==> config.mk <==
export PLATFORM = sky130hd
export DESIGN_NAME = lut_table_loader
export DESIGN_NICKNAME = d
export VERILOG_FILES = /design/src/rtl/lut_table_loader.sv
export SDC_FILE = /design/constraint.sdc
export NUM_CORES = 1
export LEC_CHECK = 0
export CAP_MARGIN = 10
export CORE_MARGIN = 2
export CORE_UTILIZATION = 54
export CTS_BUF_LIST = sky130_fd_sc_hd__clkbuf_8
export DETAILED_ROUTE_END_ITERATION = 10
export DONT_BUFFER_PORTS = 1
export PLACE_DENSITY = 0.69
export SLEW_MARGIN = 20
export SYNTH_ARGS = -nofsm -noshare
export SYNTH_HDL_FRONTEND = slang
export SYNTH_SLANG_ARGS = --single-unit
==> constraint.sdc <==
create_clock -name clk -period 3.36 [get_ports clk]
set_input_delay 0.672 -clock clk [delete_from_list [all_inputs] [get_ports clk]]
set_output_delay 0.672 -clock clk [all_outputs]
set_load 0.005 [all_outputs]
==> src/rtl/lut_table_loader.sv <==
// lut_table_loader: runtime-loadable truth table for one neuron.
// A table is streamed in over s_data/s_valid/s_ready, stored in a small
// distributed RAM (one row per beat), and served with a registered
// one-cycle lookup once the whole table has been committed.
// Optional build macro LUT_CHECKSUM_EN: an extra beat carrying the XOR of
// all data beats is required before the table is committed.
module lut_table_loader #(
    parameter int IN_BITS      = 6,
    parameter int OUT_BITS     = 2,
    parameter int BEAT_ENTRIES = 4
) (
    input  logic                             clk,
    input  logic                             rst,
    input  logic                             load_start,
    input  logic [BEAT_ENTRIES*OUT_BITS-1:0] s_data,
    input  logic                             s_valid,
    output logic                             s_ready,
    output logic                             load_done,
    output logic                             table_valid,
    input  logic                             lkp_en,
    input  logic [IN_BITS-1:0]               lkp_addr,
    output logic [OUT_BITS-1:0]              lkp_data,
    output logic                             lkp_valid,
    output logic                             err
);

    localparam int BEAT_W    = BEAT_ENTRIES * OUT_BITS;
    localparam int NUM_BEATS = (2 ** IN_BITS) / BEAT_ENTRIES;
    localparam int CNT_W     = (NUM_BEATS > 1) ? $clog2(NUM_BEATS) : 1;
    localparam int LANE_W    = $clog2(BEAT_ENTRIES);
    localparam logic [CNT_W-1:0] LAST_BEAT = CNT_W'(NUM_BEATS - 1);

    typedef enum logic [1:0] {
        IDLE  = 2'd0,
        LOAD  = 2'd1,
        CHECK = 2'd2,
        DONE  = 2'd3
    } state_e;

    state_e                 state_q, state_d;
    logic [CNT_W-1:0]       cnt_q, cnt_d;
    logic                   table_valid_q, table_valid_d;
    logic                   load_done_q, load_done_d;
    logic [OUT_BITS-1:0]    lkp_data_q, lkp_data_d;
    logic                   lkp_valid_q, lkp_valid_d;
    logic                   wr_en;
    logic [CNT_W-1:0]       rd_row;
    logic [IN_BITS-1:0]     rd_lane;
    logic [OUT_BITS-1:0]    rd_entry;

    logic [BEAT_W-1:0]      mem [NUM_BEATS];

`ifdef LUT_CHECKSUM_EN
    logic [BEAT_W-1:0]      csum_q, csum_d;
    logic                   err_q, err_d;
`endif

    // Row/lane decode and lane select of the addressed table entry.
    always_comb begin
        rd_row   = CNT_W'(lkp_addr >> LANE_W);
        rd_lane  = lkp_addr & IN_BITS'(BEAT_ENTRIES - 1);
        rd_entry = '0;
        for (int k = 0; k < BEAT_ENTRIES; k++) begin
            if (IN_BITS'(k) == rd_lane) begin
                rd_entry = mem[rd_row][k*OUT_BITS +: OUT_BITS];
            end
        end
    end

    // Next-state, beat accept, counter and commit logic of the load FSM.
    always_comb begin
        // NOTE: every signal gets a default before the case so no path leaves it unassigned (no latches).
        state_d       = state_q;
        cnt_d         = cnt_q;
        table_valid_d = table_valid_q;
        load_done_d   = 1'b0;
        wr_en         = 1'b0;
`ifdef LUT_CHECKSUM_EN
        csum_d        = csum_q;
        err_d         = err_q;
`endif
        case (state_q)
            IDLE: begin
                if (load_start) begin
                    state_d       = LOAD;
                    cnt_d         = '0;
                    table_valid_d = 1'b0;
`ifdef LUT_CHECKSUM_EN
                    csum_d        = '0;
                    err_d         = 1'b0;
`endif
                end
            end
            LOAD: begin
                if (load_start) begin
                    cnt_d = '0;
`ifdef LUT_CHECKSUM_EN
                    csum_d = '0;
`endif
                end else if (s_valid) begin
                    wr_en = 1'b1;
                    cnt_d = cnt_q + CNT_W'(1);
`ifdef LUT_CHECKSUM_EN
                    csum_d = csum_q ^ s_data;
                    if (cnt_q == LAST_BEAT) begin
                        state_d = CHECK;
                    end
`else
                    if (cnt_q == LAST_BEAT) begin
                        state_d       = DONE;
                        load_done_d   = 1'b1;
                        table_valid_d = 1'b1;
                    end
`endif
                end
            end
`ifdef LUT_CHECKSUM_EN
            CHECK: begin
                if (load_start) begin
                    state_d = LOAD;
                    cnt_d   = '0;
                    csum_d  = '0;
                end else if (s_valid) begin
                    if (s_data == csum_q) begin
                        state_d       = DONE;
                        load_done_d   = 1'b1;
                        table_valid_d = 1'b1;
                    end else begin
                        state_d = IDLE;
                        err_d   = 1'b1;
                    end
                end
            end
`endif
            DONE: begin
                state_d = IDLE;
            end
            default: begin
                state_d = IDLE;
            end
        endcase
    end

    // Registered lookup: gated by a committed table, zero otherwise.
    always_comb begin
        lkp_valid_d = lkp_en & table_valid_q;
        lkp_data_d  = lkp_valid_d ? rd_entry : '0;
    end

    // Control and lookup state registers.
    always_ff @(posedge clk or posedge rst) begin
        // NOTE: sequential state uses non-blocking assignments so all flops update from pre-edge values.
        if (rst) begin
            state_q       <= IDLE;
            cnt_q         <= '0;
            table_valid_q <= 1'b0;
            load_done_q   <= 1'b0;
            lkp_data_q    <= '0;
            lkp_valid_q   <= 1'b0;
        end else begin
            state_q       <= state_d;
            cnt_q         <= cnt_d;
            table_valid_q <= table_valid_d;
            load_done_q   <= load_done_d;
            lkp_data_q    <= lkp_data_d;
            lkp_valid_q   <= lkp_valid_d;
        end
    end

`ifdef LUT_CHECKSUM_EN
    // Running XOR of data beats and sticky checksum error.
    always_ff @(posedge clk or posedge rst) begin
        if (rst) begin
            csum_q <= '0;
            err_q  <= 1'b0;
        end else begin
            csum_q <= csum_d;
            err_q  <= err_d;
        end
    end
    assign err = err_q;
`else
    assign err = 1'b0;
`endif

    // Table RAM write port: one full row per accepted data beat.
    always_ff @(posedge clk) begin
        // NOTE: the RAM is deliberately not reset; table_valid gates every read until a full load.
        if (wr_en) begin
            mem[cnt_q] <= s_data;
        end
    end

    assign s_ready     = (state_q == LOAD) || (state_q == CHECK);
    assign load_done   = load_done_q;
    assign table_valid = table_valid_q;
    assign lkp_data    = lkp_data_q;
    assign lkp_valid   = lkp_valid_q;

endmodule

======== Word-level counts from Yosys, hierarchy flattened ========
Memories as Yosys holds them, arrays and structs flattened.
Index checks and enable logic that the tools add are counted.
word-level totals
  flip-flop bits (word level) ............. 11
  bits in writable memories ............... 128
  output and inout bits ................... 7
  logic and storage cells ................. 55
  memories kept ........................... 1
operators by class
  add/sub/neg operators ................... 1
  equal/unequal tests ..................... 11
  muxes and demuxes ....................... 28
  bitwise operators ....................... 1
  reductions and logical operators ........ 7
memories
  memory  depth  width  read ports  clocked after Yosys merged registers in  wr ports  RTL line  source
  mem     16     8      1           0                                        1         51        logic [BEAT_W-1:0] mem [NUM_BEATS];
operators with widths
  operator             count
  $mux 2               9
  $mux 1               13
  $mux 4               3
  $ne 2x2->1 const B   4
  $pmux 4 s2           1
  $logic_not 6->1      1
  $reduce_and 5->1     1
  $add 4x1->4 const B  1
  $eq 2x2->1 const A   2
  $eq 4x4->1 const B   1
  $pmux 2 s2           1
  $reduce_and 4->1     1
  $ne 3x3->1 const B   1
  $reduce_and 3->1     1
  $eq 1x2->1 const A   1
  $eq 2x1->1 const B   1
  $eq 2x2->1 const B   1
  $logic_not 2->1      1
  $pmux 1 s2           1
  $reduce_bool 2->1    1
  $and 1x1->1          1
  $logic_or 1x1->1     1

======== Logic depth before layout (Yosys ltp) ========
Gate-level depths: netlist of the first run.
  depth in word-level cells ............... 6
  gate-level depth with buffers ........... 7
  mapped depth without buffers ............ 7

======== Worst setup path after synthesis of the first run ========
OpenSTA, ideal clock, no wires.
  path type ............................... in2reg
  start ................................... input lkp_addr[4]
  end ..................................... register lkp_data_q[0], in the netlist lkp_data[0]
  arrival ................................. 1.815 ns
  data required time ...................... 3.229 ns
  path slack .............................. 1.414 ns
  stages on the path ...................... 5
  cell sequence ........................... buf_2 > mux4_2 > mux2_2 > a21oi_1 > a211oi_1
on the way
  cells in the longest elaborated chain, start to end .. 6
ends and longest elaborated chain
  element               RTL line  source
  start, declared       21        input logic [IN_BITS-1:0] lkp_addr,
  $mem_v2 16x8 *        n/a
  $mux 2 (3 in a row)   64        if (IN_BITS'(k) == rd_lane) begin
  $mux 2 *              64
  $mux 2 *              147       lkp_data_d = lkp_valid_d ? rd_entry : '0;
  via lkp_data_d[0]     44        logic [OUT_BITS-1:0] lkp_data_q, lkp_data_d;
  end signal, assigned  165       lkp_data_q <= lkp_data_d;
  end, declared         44
The timed path passes the listed nets; every way through them passes the cells marked *.
A chain may end at the register's enable or synchronous reset.

======== Final worst setup path of the first run ========
  start ................................... register state_q[1]
  end ..................................... memory mem[5][2] (netlist bit) (enable)
on the way
  cells in the longest elaborated chain, start to end .. 4
ends and longest elaborated chain
  element                       RTL line  source
  start, declared               40        state_e state_q, state_d;
  start signal, assigned        161       state_q <= state_d;
  $eq 2x1->1                    82        case (state_q)
  $mux 1                        82
  $mux 1                        189       if (wr_en) begin
  $mux 1 (implied by the code)  190       mem[cnt_q] <= s_data;
  end, declared                 51
Every way passes these cells.

==> flow_summary.yaml, run 1 <==
status:
  status: "finished clean"
flow_run:
  max-cap-violations: 0
critical_path:
  slowest_delay_ps: 440
  cp_slowest_cell: "and2_1"
  reg2reg_slack_ps: 1090
  end_kind: "flop"
  setup.worst_path.class: "reg -> reg"
  critPathLaunchType: "flop"
  cp_cell_sequence: "inv_1 -> ha_1 -> nand3_1 -> nor3b_1 -> and2_1"
  crit_fanout: 8
  cp_num_buf_inv: 1
  arrival_ps: 2360
  cp.required_ps: 3450
  cp_top_family: "simple AND/OR/NAND/NOR gates"
timing:
  worstMarginPinSlew_ps: 564
  slew_headroom: 0.623
  setup_viol: 0
  layout_setup_ws_ps: 1090
  final.setup_skew_ps: 11.5
  min_period_ps: 2270
  finalHoldViolations: 0
  min_period_over_period: 0.675
  tns_ps: 0
  finalMaxSlewViolations: 0
  rsz0062_at_grt: "false"
  max_freq_mhz: 441
clock_tree:
  cts.repair.resized: 0
  clk_latency_ps: 430
  clockBufferDepth: 2
  cts_setup_buffers: 0
  ctsHoldBuffers: 0
  h-tree-depth: 4
  numCtsBuffers: 17
  cts.sinks: 139
  cts-root-buf: "clkbuf_8"
  cts_tree: "done"
  clk_pin_slew_ps: 80
grt:
  grt_pass1_vias: 2838
  grt_max_degree: 32
  grt_overflow_total: 0
  grt_pass1_wl_um: 17500
  track_usage: 0.222
  antenna_found_initial: 0
floorplan:
  die_area_um2: 11300
  core_area_um2: 10300
  die_w_um: 107
  rows: 37
  initial_utilization: 0.552
  die_height_um: 107
  boundaryPins: 26
placement:
  dpl.hpwl_um: 7450
  place_ws_ps: 1090
  place_congestion: 0.852
  place_area_um2: 5760
  port-buffer-count: 0
yosys:
  seq_area_frac_synth: 0.726
  synth_ff_type: "edfxtp_1"
  yosysWarnings: 0
  synth_edf_count: 128
  synth_area_per_cell_um2: 18.6
  synth_seq_cells: 139
  syn_nets: 331
  netlist_area_um2: 5670
  async_flop_share: 0.0791
  ys_types: 36
  synth_cells: 305
  yosys.area.top_type_share: 0.677
  yosysTopAreaCell: "edfxtp_1"
  yosys-top-cells-area: "edfxtp_1, mux4_2, dfrtp_1"
finish:
  final_layout_size_suffix_gt1_frac: 0.192
  nets: 336
  final_common_cell: "edfxtp_1"
  fin_area_um2: 6150
  final_cell_mix: "edfxtp_1, mux4_2, clkbuf_8"
  syn_to_final_growth_pct: 8.40
  antenna_cells: 0
route:
  drt_iter0_markers: 225
  wl_per_cell_um: 25.4
  viasPerCell: 6.24
  first_pass_iters: 5
  met2RoutedLength_um: 5750
  wl_met1_um: 4970
  num_vias: 2865
  drcViolationCount: 0
  wirelength_um: 11600
  dr_wl_met3_um: 841
  antenna_left: 0
  highest_layer: "met4"
worst_hold_path:
  min_path_type: "in -> async"
power_and_ir_drop:
  vdd_drop_max_v: 0.000353
  p_per_area_nw_per_um2: 560
  p_leak_uw: 0.00204
-- cell usage after synthesis (2+ instances only) --
master,n
buf_2,7
dfrtp_1,11
o21ai_0,7
nor2b_1,3
nand4_1,2
nand2b_1,3
inv_1,11
and3_1,5
nor2_1,7
mux2i_1,15
a311oi_1,2
nor3b_1,2
a22o_1,2
nand3_1,6
buf_4,3
a211oi_1,3
a2111oi_0,3
nand2_1,8
nor3_1,6
a21oi_1,5
ha_1,7
a22oi_1,2
buf_6,2
clkbuf_1,2
mux2_2,2
edfxtp_1,128
and2_1,14
nor4_1,2
mux4_2,28
-- layout make-up --
| cell class | count | area, um2 |
|---|---|---|
| fillers | 760 | 4130 |
| flip-flops and latches | 139 | 4120 |
| multi-input cells | 141 | 1430 |
| clock buffers | 18 | 248 |
| well taps | 136 | 170 |
| clock inverters | 14 | 146 |
| inverters | 11 | 41.3 |
-- path summary, 6_finish.rpt --
path	start	end	cells after the start
worst min-delay path	rst	state_q[0]	1
worst min register to register	state_q[0]	state_q[0]	2
max in group asynchronous	rst	lkp_data[1]	1
worst max register to register	state_q[1]	mem[5][2]	5
worst max-delay path	state_q[1]	mem[5][2]	5
min in group clk	s_data[1]	mem[12][1]	0
-- where the power goes --
group,switching [uW],internal (uW),leakage [uW]
Clock,642,679,0.000183
Combinational,103,85.2,0.000556
Sequential,17.0,1920,0.00130
-- state kept, by name, summed over array words and instances, names as in the netlist --
register,count
mem,128
cnt_q,4
lkp_data,2
state_q,2
lkp_valid,1
load_done,1
table_valid,1
-- cell families after synthesis --
| kind of cell | count (synthesis) | synth area share |
|---|---|---|
| AO/OA/AOI/OAI | 29 | 0.0340 |
| adder cells (fa/ha/maj) | 7 | 0.0154 |
| buffers and inverters | 25 | 0.0227 |
| flip-flops | 139 | 0.726 |
| multiplexers | 46 | 0.146 |
| other | 1 | 0.000661 |
| AND/OR/NAND/NOR | 58 | 0.0551 |
-- layer usage --
| layer | global-route usage | up-vias |
|---|---|---|
| li1 | - | 1234 |
| met1 | 0.320 | 1488 |
| met2 | 0.340 | 134 |
| met3 | 0.0582 | 9 |
| met4 | 0.0612 | 0 |
| met5 | 0 | - |
-- stage by stage --
step,hold WS (ps),total power [uW],utilization,std cells
after global routing,179,3550,0.598,459
final,166,3440,0.598,459
after global placement,577,2160,0.560,427
after CTS,153,3460,0.598,459
after detailed placement,584,2160,0.560,427
after floorplan,524,2130,-,305
Note: power is estimated with default switching activity, not from simulation.
==> run 2: changes to the inputs <==
- clock period: 3.36 -> 2.2 ns (I/O delays scaled with it)
==> run 2 against run 1 <==
Net effect:
- die area stayed put
- sequential power increased by 53%
- critical endpoint is now mem[15][1]
- core utilization is 1.4 points higher
- largest cell class unchanged
- first-iteration DRC count grew 4.4%
- register-to-register slack got worse by 920 ps
==> flow_summary.yaml, run 2 (synthesis results as in run 1) <==
route:
  antenna_left: 0
  drt_iter0_markers: 235
  wirelength_um: 11700
  first_pass_iters: 5
  num_vias: 2833
  viasPerCell: 6.03
  drcViolationCount: 0
  wl_per_cell_um: 24.8
floorplan:
  initial_utilization: 0.552
  core_area_um2: 10300
  rows: 37
  boundaryPins: 26
  die_height_um: 107
  die_area_um2: 11300
  die_w_um: 107
power_and_ir_drop:
  p_int_uw: 4420
  p_sw_frac: 0.207
  p_per_area_nw_per_um2: 885
  clkPwrFrac: 0.416
  power_frac_comb: 0.054
  vdd_drop_max_v: 0.000442
  netSwitchingPower_uw: 1150
  p_leak_uw: 0.00213
  seqPwrFrac: 0.530
finish:
  final_layout_size_suffix_gt1_frac: 0.216
  final_cell_mix: "edfxtp_1, mux4_2, clkbuf_8"
  fill_cells: 759
  regArea_um2: 4120
  syn_to_final_growth_pct: 11.0
  nets: 347
  fin_cells: 470
  largest_reg_flops: 128
  largestRegisters: "mem (128), cnt_q (4)"
  final_common_cell: "edfxtp_1"
  regMostFlops: "mem"
  antenna_cells: 0
  multi_input_area_um2: 1430
timing:
  finalMaxSlewViolations: 0
  min_period_ps: 2030
  rsz0062_at_grt: "false"
  max_freq_mhz: 492
  setup_viol: 0
  worstMarginPinSlew_ps: 530
  slew_headroom: 0.646
  final.setup_skew_ps: 11.2
  tns_ps: 0
  min_period_over_period: 0.924
  finalHoldViolations: 0
critical_path:
  r2r_end: "mem[15][1]"
  setup.worst_path.class: "reg -> reg"
  critPathLaunchType: "flop"
  reg2reg_slack_ps: 170
  end_kind: "flop"
  timing.rr.start: "state_q[1]"
  crit_fanout: 8
  cp-endpoint: "mem[15][1]"
  reg2regPathDepth: 6
  crit_start: "state_q[1]"
  cp.required_ps: 2280
  arrival_ps: 2110
clock_tree:
  h-tree-depth: 4
  clockBufferDepth: 2
  clk_pin_slew_ps: 80
  cts.sinks: 139
  cts-root-buf: "clkbuf_8"
  cts_tree: "done"
  clk_latency_ps: 440
  numCtsBuffers: 17
placement:
  place_congestion: 0.809
  port-buffer-count: 0
  dpl.hpwl_um: 7430
  placed_cells: 437
grt:
  grt_pass1_vias: 2841
  antenna_found_initial: 0
  grt_max_degree: 32
  track_usage: 0.225
  grt_pass1_wl_um: 17400
  grt_overflow_total: 0
flow_run:
  max-cap-violations: 0
worst_hold_path:
  min_path_type: "in -> reg"
status:
  status: "finished clean"
[run 2: changes by cell type in the layout (fill, tap and decap cells not counted), sizes merged]
| cell | before | now |
|---|---|---|
| clkinv | 4 | 6 |
| inv | 13 | 12 |
| clkinvlp | 6 | 3 |
| bufinv | 2 | 5 |
| clkbuf | 18 | 17 |
| buf | 0 | 10 |
| dlygate4sd3 | 0 | 1 |
[run 2: routing by layer]
layer	global-route usage	vias to the layer above	routed length [um]
met1	0.298	1460	4700
met3	0.0717	15	873
met5	0	-	0
met4	0.0770	0	142
met2	0.356	109	5960
li1	-	1249	-
[run 2: worst max-delay path, cell delays in order (launching register included)]
cell     delay [ps]
dfrtp_1         360
inv_1           100
ha_1            190
nand3_1         170
buf_4           190
nor2_1          210
and2_1          460
[run 2: timing repair]
item                                    in CTS  in global routing
hold buffers                                 1                  0
endpoints found under the setup margin       0                  0
endpoints found under the hold margin       11                  0
resized for setup                            0                  0
buffers inserted                             0                  0
[run 2: how the worst min path moves through the flow]
stage | startpoint | end | cells past startpoint | slack (ps)
floorplan | rst | cnt_q[0] | 1 | 290
CTS | s_data[3] | mem[11][3] | 0 | 70
global route | s_data[3] | mem[11][3] | 0 | 60
finish | s_data[3] | mem[11][3] | 0 | 90
detailed placement | rst | lkp_valid | 1 | 400
global placement | rst | table_valid | 1 | 390
[run 2: power groups by stage]
stage                     logic (uW)  clock network (uW)  registers, uW
after floorplan                  252                   0           3000
after global placement           296                   0           3010
after detailed placement         297                   0           3010
after CTS                        301                2350           2950
after global routing             330                2450           2960
final                            300                2320           2950
[run 2: final cells by class]
type / count / area share
sequential: 139 / 0.654
multi-input combinational: 141 / 0.226
clock buffer: 17 / 0.0371
clock inverter: 15 / 0.0354
tap: 136 / 0.0270
timing repair buffer: 11 / 0.0135
inverter: 11 / 0.00656
[run 2: metrics by stage]
step | total power, uW | utilization | cell area [um2] | hold slack [ps] | setup slack, ps
floorplan | 3260 | - | 5670 | 292 | 446
global placement | 3310 | 0.567 | 5830 | 386 | 258
detailed placement | 3310 | 0.567 | 5830 | 398 | 214
CTS | 5600 | 0.613 | 6300 | 69.5 | 177
global route | 5740 | 0.613 | 6300 | 58.7 | 43.3
finish | 5570 | 0.613 | 6300 | 90.0 | 166
